## src/rtl/mips_multicycle_core.sv

```systemverilog
// Multicycle MIPS-subset core: FETCH/DECODE/EXECUTE/WRITEBACK per instruction, internal
// register file, synchronous external program memory, halt on opcode 0x3F.
module mips_multicycle_core #(
    parameter int unsigned DATA_W = 32,
    parameter int unsigned PC_W   = 8,
    parameter int unsigned REG_AW = 5
) (
    input  logic              clock_i,
    input  logic              reset_i,
    input  logic              start_i,
    output logic [PC_W-1:0]   imem_addr_o,
    input  logic [31:0]       imem_data_i,
    output logic              busy_o,
    output logic              halted_o,
    output logic [DATA_W-1:0] result_o,
    output logic              result_valid_o,
    input  logic [REG_AW-1:0] dbg_addr_i,
    output logic [DATA_W-1:0] dbg_data_o
);
    localparam int unsigned RegCount = 2 ** REG_AW;

    localparam logic [5:0] OpRtype = 6'h00;
    localparam logic [5:0] OpJ     = 6'h02;
    localparam logic [5:0] OpBeq   = 6'h04;
    localparam logic [5:0] OpBne   = 6'h05;
    localparam logic [5:0] OpAddi  = 6'h08;
    localparam logic [5:0] OpAndi  = 6'h0C;
    localparam logic [5:0] OpOri   = 6'h0D;
    localparam logic [5:0] OpHalt  = 6'h3F;

    localparam logic [5:0] FnSll = 6'h00;
    localparam logic [5:0] FnAdd = 6'h20;
    localparam logic [5:0] FnSub = 6'h22;
    localparam logic [5:0] FnAnd = 6'h24;
    localparam logic [5:0] FnOr  = 6'h25;
    localparam logic [5:0] FnXor = 6'h26;
    localparam logic [5:0] FnSlt = 6'h2A;

    typedef enum logic [2:0] {
        StIdle,
        StFetch,
        StDecode,
        StExecute,
        StWriteback,
        StHalt
    } state_e;

    state_e state_q, state_d;

    logic [PC_W-1:0]   pc_q, pc_d, pc_inc;
    // rs is consumed into a_q at DECODE, so the IR keeps opcode plus bits [20:0] only
    logic [26:0]       ir_q;
    logic [DATA_W-1:0] a_q, b_q;
    logic [DATA_W-1:0] alu_q, alu_d;
    logic              wr_en_q, wr_en_d;
    logic [REG_AW-1:0] wr_addr_q, wr_addr_d;
    logic [DATA_W-1:0] result_q;
    logic              result_valid_q;
    logic [DATA_W-1:0] rf_q [RegCount];

    logic [5:0]        opcode, funct;
    logic [4:0]        shamt;
    logic [REG_AW-1:0] rt, rd, dec_rs, dec_rt;
    logic [31:0]       simm32, zimm32, shamt32;
    logic [DATA_W-1:0] simm, zimm;

    assign opcode  = ir_q[26:21];
    assign rt      = ir_q[16 +: REG_AW];
    assign rd      = ir_q[11 +: REG_AW];
    assign shamt   = ir_q[10:6];
    assign funct   = ir_q[5:0];
    assign simm32  = {{16{ir_q[15]}}, ir_q[15:0]};
    assign zimm32  = {16'h0000, ir_q[15:0]};
    assign simm    = simm32[DATA_W-1:0];
    assign zimm    = zimm32[DATA_W-1:0];
    assign shamt32 = {27'd0, shamt};
    assign dec_rs  = imem_data_i[21 +: REG_AW];
    assign dec_rt  = imem_data_i[16 +: REG_AW];

    always_ff @(posedge clock_i) begin
        if (reset_i) begin
            state_q <= StIdle;
        end else begin
            state_q <= state_d;
        end
    end

    always_comb begin
        state_d = state_q;
        unique case (state_q)
            StIdle, StHalt: if (start_i) state_d = StFetch;
            StFetch:        state_d = StDecode;
            StDecode:       state_d = (imem_data_i[31:26] == OpHalt) ? StHalt : StExecute;
            StExecute:      state_d = StWriteback;
            StWriteback:    state_d = StFetch;
            default:        state_d = StIdle;
        endcase
    end

    always_comb begin
        alu_d     = '0;
        wr_en_d   = 1'b0;
        wr_addr_d = rt;
        case (opcode)
            OpRtype: begin
                wr_addr_d = rd;
                wr_en_d   = 1'b1;
                case (funct)
                    FnAdd:   alu_d = a_q + b_q;
                    FnSub:   alu_d = a_q - b_q;
                    FnAnd:   alu_d = a_q & b_q;
                    FnOr:    alu_d = a_q | b_q;
                    FnXor:   alu_d = a_q ^ b_q;
                    FnSlt:   alu_d = {{(DATA_W-1){1'b0}}, $signed(a_q) < $signed(b_q)};
                    FnSll:   alu_d = (shamt32 >= DATA_W) ? '0 : (b_q << shamt);
                    default: wr_en_d = 1'b0;
                endcase
            end
            OpAddi: begin
                alu_d   = a_q + simm;
                wr_en_d = 1'b1;
            end
            OpAndi: begin
                alu_d   = a_q & zimm;
                wr_en_d = 1'b1;
            end
            OpOri: begin
                alu_d   = a_q | zimm;
                wr_en_d = 1'b1;
            end
            default: ;
        endcase
    end

    // Branch offset truncated to PC_W bits gives the modulo-2^PC_W target directly
    always_comb begin
        pc_inc = pc_q + {{(PC_W-1){1'b0}}, 1'b1};
        pc_d   = pc_inc;
        case (opcode)
            OpBeq:   if (a_q == b_q) pc_d = pc_inc + simm32[PC_W-1:0];
            OpBne:   if (a_q != b_q) pc_d = pc_inc + simm32[PC_W-1:0];
            OpJ:     pc_d = ir_q[PC_W-1:0];
            default: ;
        endcase
    end

    always_ff @(posedge clock_i) begin
        if (reset_i) begin
            pc_q           <= '0;
            ir_q           <= '0;
            a_q            <= '0;
            b_q            <= '0;
            alu_q          <= '0;
            wr_en_q        <= 1'b0;
            wr_addr_q      <= '0;
            result_q       <= '0;
            result_valid_q <= 1'b0;
            for (int unsigned i = 0; i < RegCount; i++) begin
                rf_q[i] <= '0;
            end
        end else begin
            result_valid_q <= 1'b0;
            case (state_q)
                StIdle, StHalt: if (start_i) pc_q <= '0;
                StDecode: begin
                    ir_q <= {imem_data_i[31:26], imem_data_i[20:0]};
                    a_q  <= rf_q[dec_rs];
                    b_q  <= rf_q[dec_rt];
                end
                StExecute: begin
                    alu_q     <= alu_d;
                    wr_en_q   <= wr_en_d;
                    wr_addr_q <= wr_addr_d;
                end
                StWriteback: begin
                    pc_q <= pc_d;
                    if (wr_en_q && (wr_addr_q != '0)) begin
                        rf_q[wr_addr_q] <= alu_q;
                        result_q        <= alu_q;
                        result_valid_q  <= 1'b1;
                    end
                end
                default: ;
            endcase
        end
    end

    assign imem_addr_o    = pc_q;
    assign busy_o         = (state_q != StIdle) && (state_q != StHalt);
    assign halted_o       = (state_q == StHalt);
    assign result_o       = result_q;
    assign result_valid_o = result_valid_q;
    assign dbg_data_o     = (dbg_addr_i == '0) ? '0 : rf_q[dbg_addr_i];

endmodule

```

## config.mk

```make
export PLATFORM = sky130hd
export DESIGN_NAME = mips_multicycle_core
export DESIGN_NICKNAME = d
export VERILOG_FILES = /design/src/rtl/mips_multicycle_core.sv
export SDC_FILE = /design/constraint.sdc
export NUM_CORES = 2
export LEC_CHECK = 0
export BUFFER_PORTS_ARGS = -buffer_cell sky130_fd_sc_hd__buf_2
export CAP_MARGIN = 40
export CORE_AREA = 8 8 324 452
export CTS_CLUSTER_SIZE = 24
export DETAILED_ROUTE_END_ITERATION = 10
export DIE_AREA = 0 0 332 460
export PLACE_DENSITY_LB_ADDON = 0.05
export SYNTH_ARGS = -nofsm -noshare
export SYNTH_HDL_FRONTEND = slang
export SYNTH_SLANG_ARGS = --single-unit
```

## constraint.sdc

```tcl
create_clock -name clock_i -period 6.7 [get_ports clock_i]
set_input_delay 0.335 -clock clock_i [delete_from_list [all_inputs] [get_ports clock_i]]
set_output_delay 0.335 -clock clock_i [all_outputs]
set_load 0.03 [all_outputs]
```

==> results.yml <==
sta:
  relSlewSlack_pct: 28.7
  setup_viol: 0
  fin_setup_tns_ps: 0
  drv_slew: 0
  finalCritPeriodShare_pct: 69.0
  rsz0062_at_grt: "no"
  hold_viol: 0
  max_freq_ghz: 0.216
  worst_pin_slew_ps: 1070
  skew_ps: 30.6
  period_needed_ps: 4620
grt:
  grt_start_max_net_pins: 143
  grt_pass1_wl_mm: 417
  antenna_found_initial: 34
  grt.total_usage_pct: 38.6
  overflow: 0
  grt_pass1_vias: 54700
synth:
  synth_edf_count: 1024
  async_flop_share_pct: 0
  synth_area_leaders: "edfxtp_1, mux4_2, and2_1"
  synthCells: 5781
  ys.warnings.count: 0
  synth-seq-cells: 1197
  synth.top_cell.area_share_pct: 39.7
  synth_flop_cell: "edfxtp_1"
  ys_types: 78
  synth_area_um2: 77600
  yosysSeqAreaShare_pct: 44.1
  yosysTopAreaCell: "edfxtp_1"
  synth_area_per_cell_um2: 13.4
min_path:
  hold_end: "rf_q[0][12]$_SDFFCE_PN0P_"
  min-delay-start: "reset_i"
  holdPathStages: 1
  hold_path_class: "input port to flip-flop"
layout:
  area.growth.synth_to_final_pct: 10.1
  register_area_um2: 34200
  fillers: 10800
  nets: 5887
  drive_above_1_share_pct: 27.4
  stdcell_count: 7619
  multiInputGateArea_um2: 41100
critical_path:
  endpoint_kind: "flip-flop"
  crit_required_ps: 7310
  rr_startpoint: "ir_q[1]$_SDFFE_PP0P_"
  setup.worst_path.start_class: "flip-flop"
  reg2reg_depth: 12
  critPathMaxFanout: 28
  reg2reg_slack_ps: 2080
  r2r-end: "alu_q[31]$_SDFFE_PP0P_"
  worstPathArrival_ps: 5230
  critical_path_class: "flip-flop to flip-flop"
drt:
  drtPass1Iterations: 6
  vias_per_cell: 7.26
  drc_errors: 0
  wl_per_cell_um: 39.3
  detail-route-antenna-nets: 0
  drtIter0Drc: 8236
  vias: 55300
  wl_mm: 300
placed_design:
  placedCellCount: 7350
  io_buffers: 114
  gp_congestion: 0.994
  hpwl_mm: 193
floorplan:
  initial_utilization_pct: 55.4
  die_w_um: 332
  dieArea_um2: 153000
  dieHeight_um: 460
  coreArea_um2: 140000
  io_pins: 115
  row_count: 163
clocking:
  hold_buffers: 23
  cts_max_path_buffers: 3
  htreeDepth: 3
  root_buffer: "clkbuf_16"
  clock_sinks: 1197
  cts_tree: "built"
  clk_latency_ps: 770
  clk_pin_slew_ps: 60
  cts_inserted_buffers: 121
  ctsResizeCount: 0
  cts_setup_buffers: 0
status:
  outcome: "completed"
run:
  maxCapViolations: 0
power:
  pwr_density_cell_nw_per_um2: 229
  peakVddDrop_mv: 0.272
  power.leakage_nw: 30.3
  power_w: 0.0196
## registers in the layout, summed over array words and instances, names as in the netlist
signal / flops
a_q: 32
alu_q: 32
b_q: 32
imem_addr_o: 8
ir_q: 27
result_o: 32
result_valid_o: 1
rf_q: 1024
state_q: 3
wr_addr_q: 5
wr_en_q: 1
## where the power goes
part	total [W]	leakage (nW)	switching, W	internal [W]
sequential	0.00860	12.0	0.000261	0.00834
clock	0.00737	2.06	0.00313	0.00424
combinational	0.00363	16.3	0.00219	0.00144
## cell families after synthesis
kind of cell | count (synthesis) | synth area share [%]
and+or+nand+nor | 1779 | 12.5
AOI/OAI and AO/OA | 757 | 6.35
buffers and inverters | 706 | 3.46
other | 1 | 0.00484
DFF | 1197 | 44.1
adders and majority gates | 163 | 2.67
muxes | 1123 | 30.2
xor gates and xnor gates | 55 | 0.621
## per-layer routing
metal  routed length, um  global-route usage (%)  vias up
li1                    -                       -    22300
met1               97200                    45.2    28100
met2              146000                    64.2     3994
met3               32300                    8.37      991
met4               23700                    25.9        8
met5                  48                       0        -
## area by class of cell
| cell class | instances | share of cell area, % |
|---|---|---|
| timing repair buffer | 330 | 3.62 |
| antenna | 16 | 0.0469 |
| sequential | 1197 | 40.1 |
| clock inverter | 78 | 1.07 |
| inverter | 125 | 0.549 |
| clock buffer | 149 | 3.85 |
| multi-input combinational | 3909 | 48.1 |
| tap | 1815 | 2.66 |
## Yosys cell counts, types with 28 or more instances
library cell and n:
a211oi_1 102, a21o_1 38, a21oi_1 216, a31oi_1 35, and2_1 1003, buf_1 102, clkbuf_1 465, dfxtp_1 173
edfxtp_1 1024, ha_1 159, inv_1 123, mux2i_1 134, mux4_2 975, nand2_1 272, nand3_1 43, nor2_1 272
nor3_1 48, o21ai_0 136, o31ai_1 28, or2_2 37, xnor2_1 36
## stage by stage
stage,utilization [%],hold slack [ps],cell area (um2),setup WS (ps)
after floorplan,-,437,77700,3280
after CTS,61.0,15.3,85400,2180
after global routing,61.0,59.0,85400,1920
final,61.1,105,85400,2080
after global placement,57.1,439,79900,2000
after detailed placement,57.8,443,80900,2220
## critical path: stages (launching register included)
cell and delay, ps:
dfxtp_2 720, clkinv_1 140, buf_4 280, ha_1 370
a211oi_1 120, o211ai_1 540, nand3_1 390, a21o_1 290
o21ai_0 680, a41oi_1 280, o21ai_0 320, mux2i_1 220
nand3_1 90
## cells in the final DEF, fill, tap and decap left out, drive strengths merged, types with 28 or more instances in the layout
cell,count
o31ai,28
a21o,38
mux2i,134
a211oi,104
nand2,272
edfxtp,1024
dfxtp,173
buf,305
a21oi,216
xnor2,36
o21ai,136
inv,125
clkinv,53
mux4,975
ha,159
a31oi,35
and2,1003
nor2,272
nor3,48
nand3,43
clkbuf,151
or2,37
conb,32
## worst max path at each step
stage,start,endpoint,slack (ps),cells after the start
after floorplan,ir_q[8]$_SDFFE_PP0P_,alu_q[19]$_SDFFE_PP0P_,3280,14
after global placement,state_q[0]$_SDFFE_PP0P_,rf_q[15][24]$_SDFFCE_PN0P_,2000,7
after detailed placement,state_q[0]$_SDFFE_PP0P_,rf_q[13][27]$_SDFFCE_PN0P_,2220,8
after CTS,state_q[0]$_SDFFE_PP0P_,rf_q[13][16]$_SDFFCE_PN0P_,2180,8
after global routing,state_q[0]$_SDFFE_PP0P_,rf_q[13][16]$_SDFFCE_PN0P_,1920,8
final,ir_q[1]$_SDFFE_PP0P_,alu_q[31]$_SDFFE_PP0P_,2080,12
(Power assumes the default switching activity.)
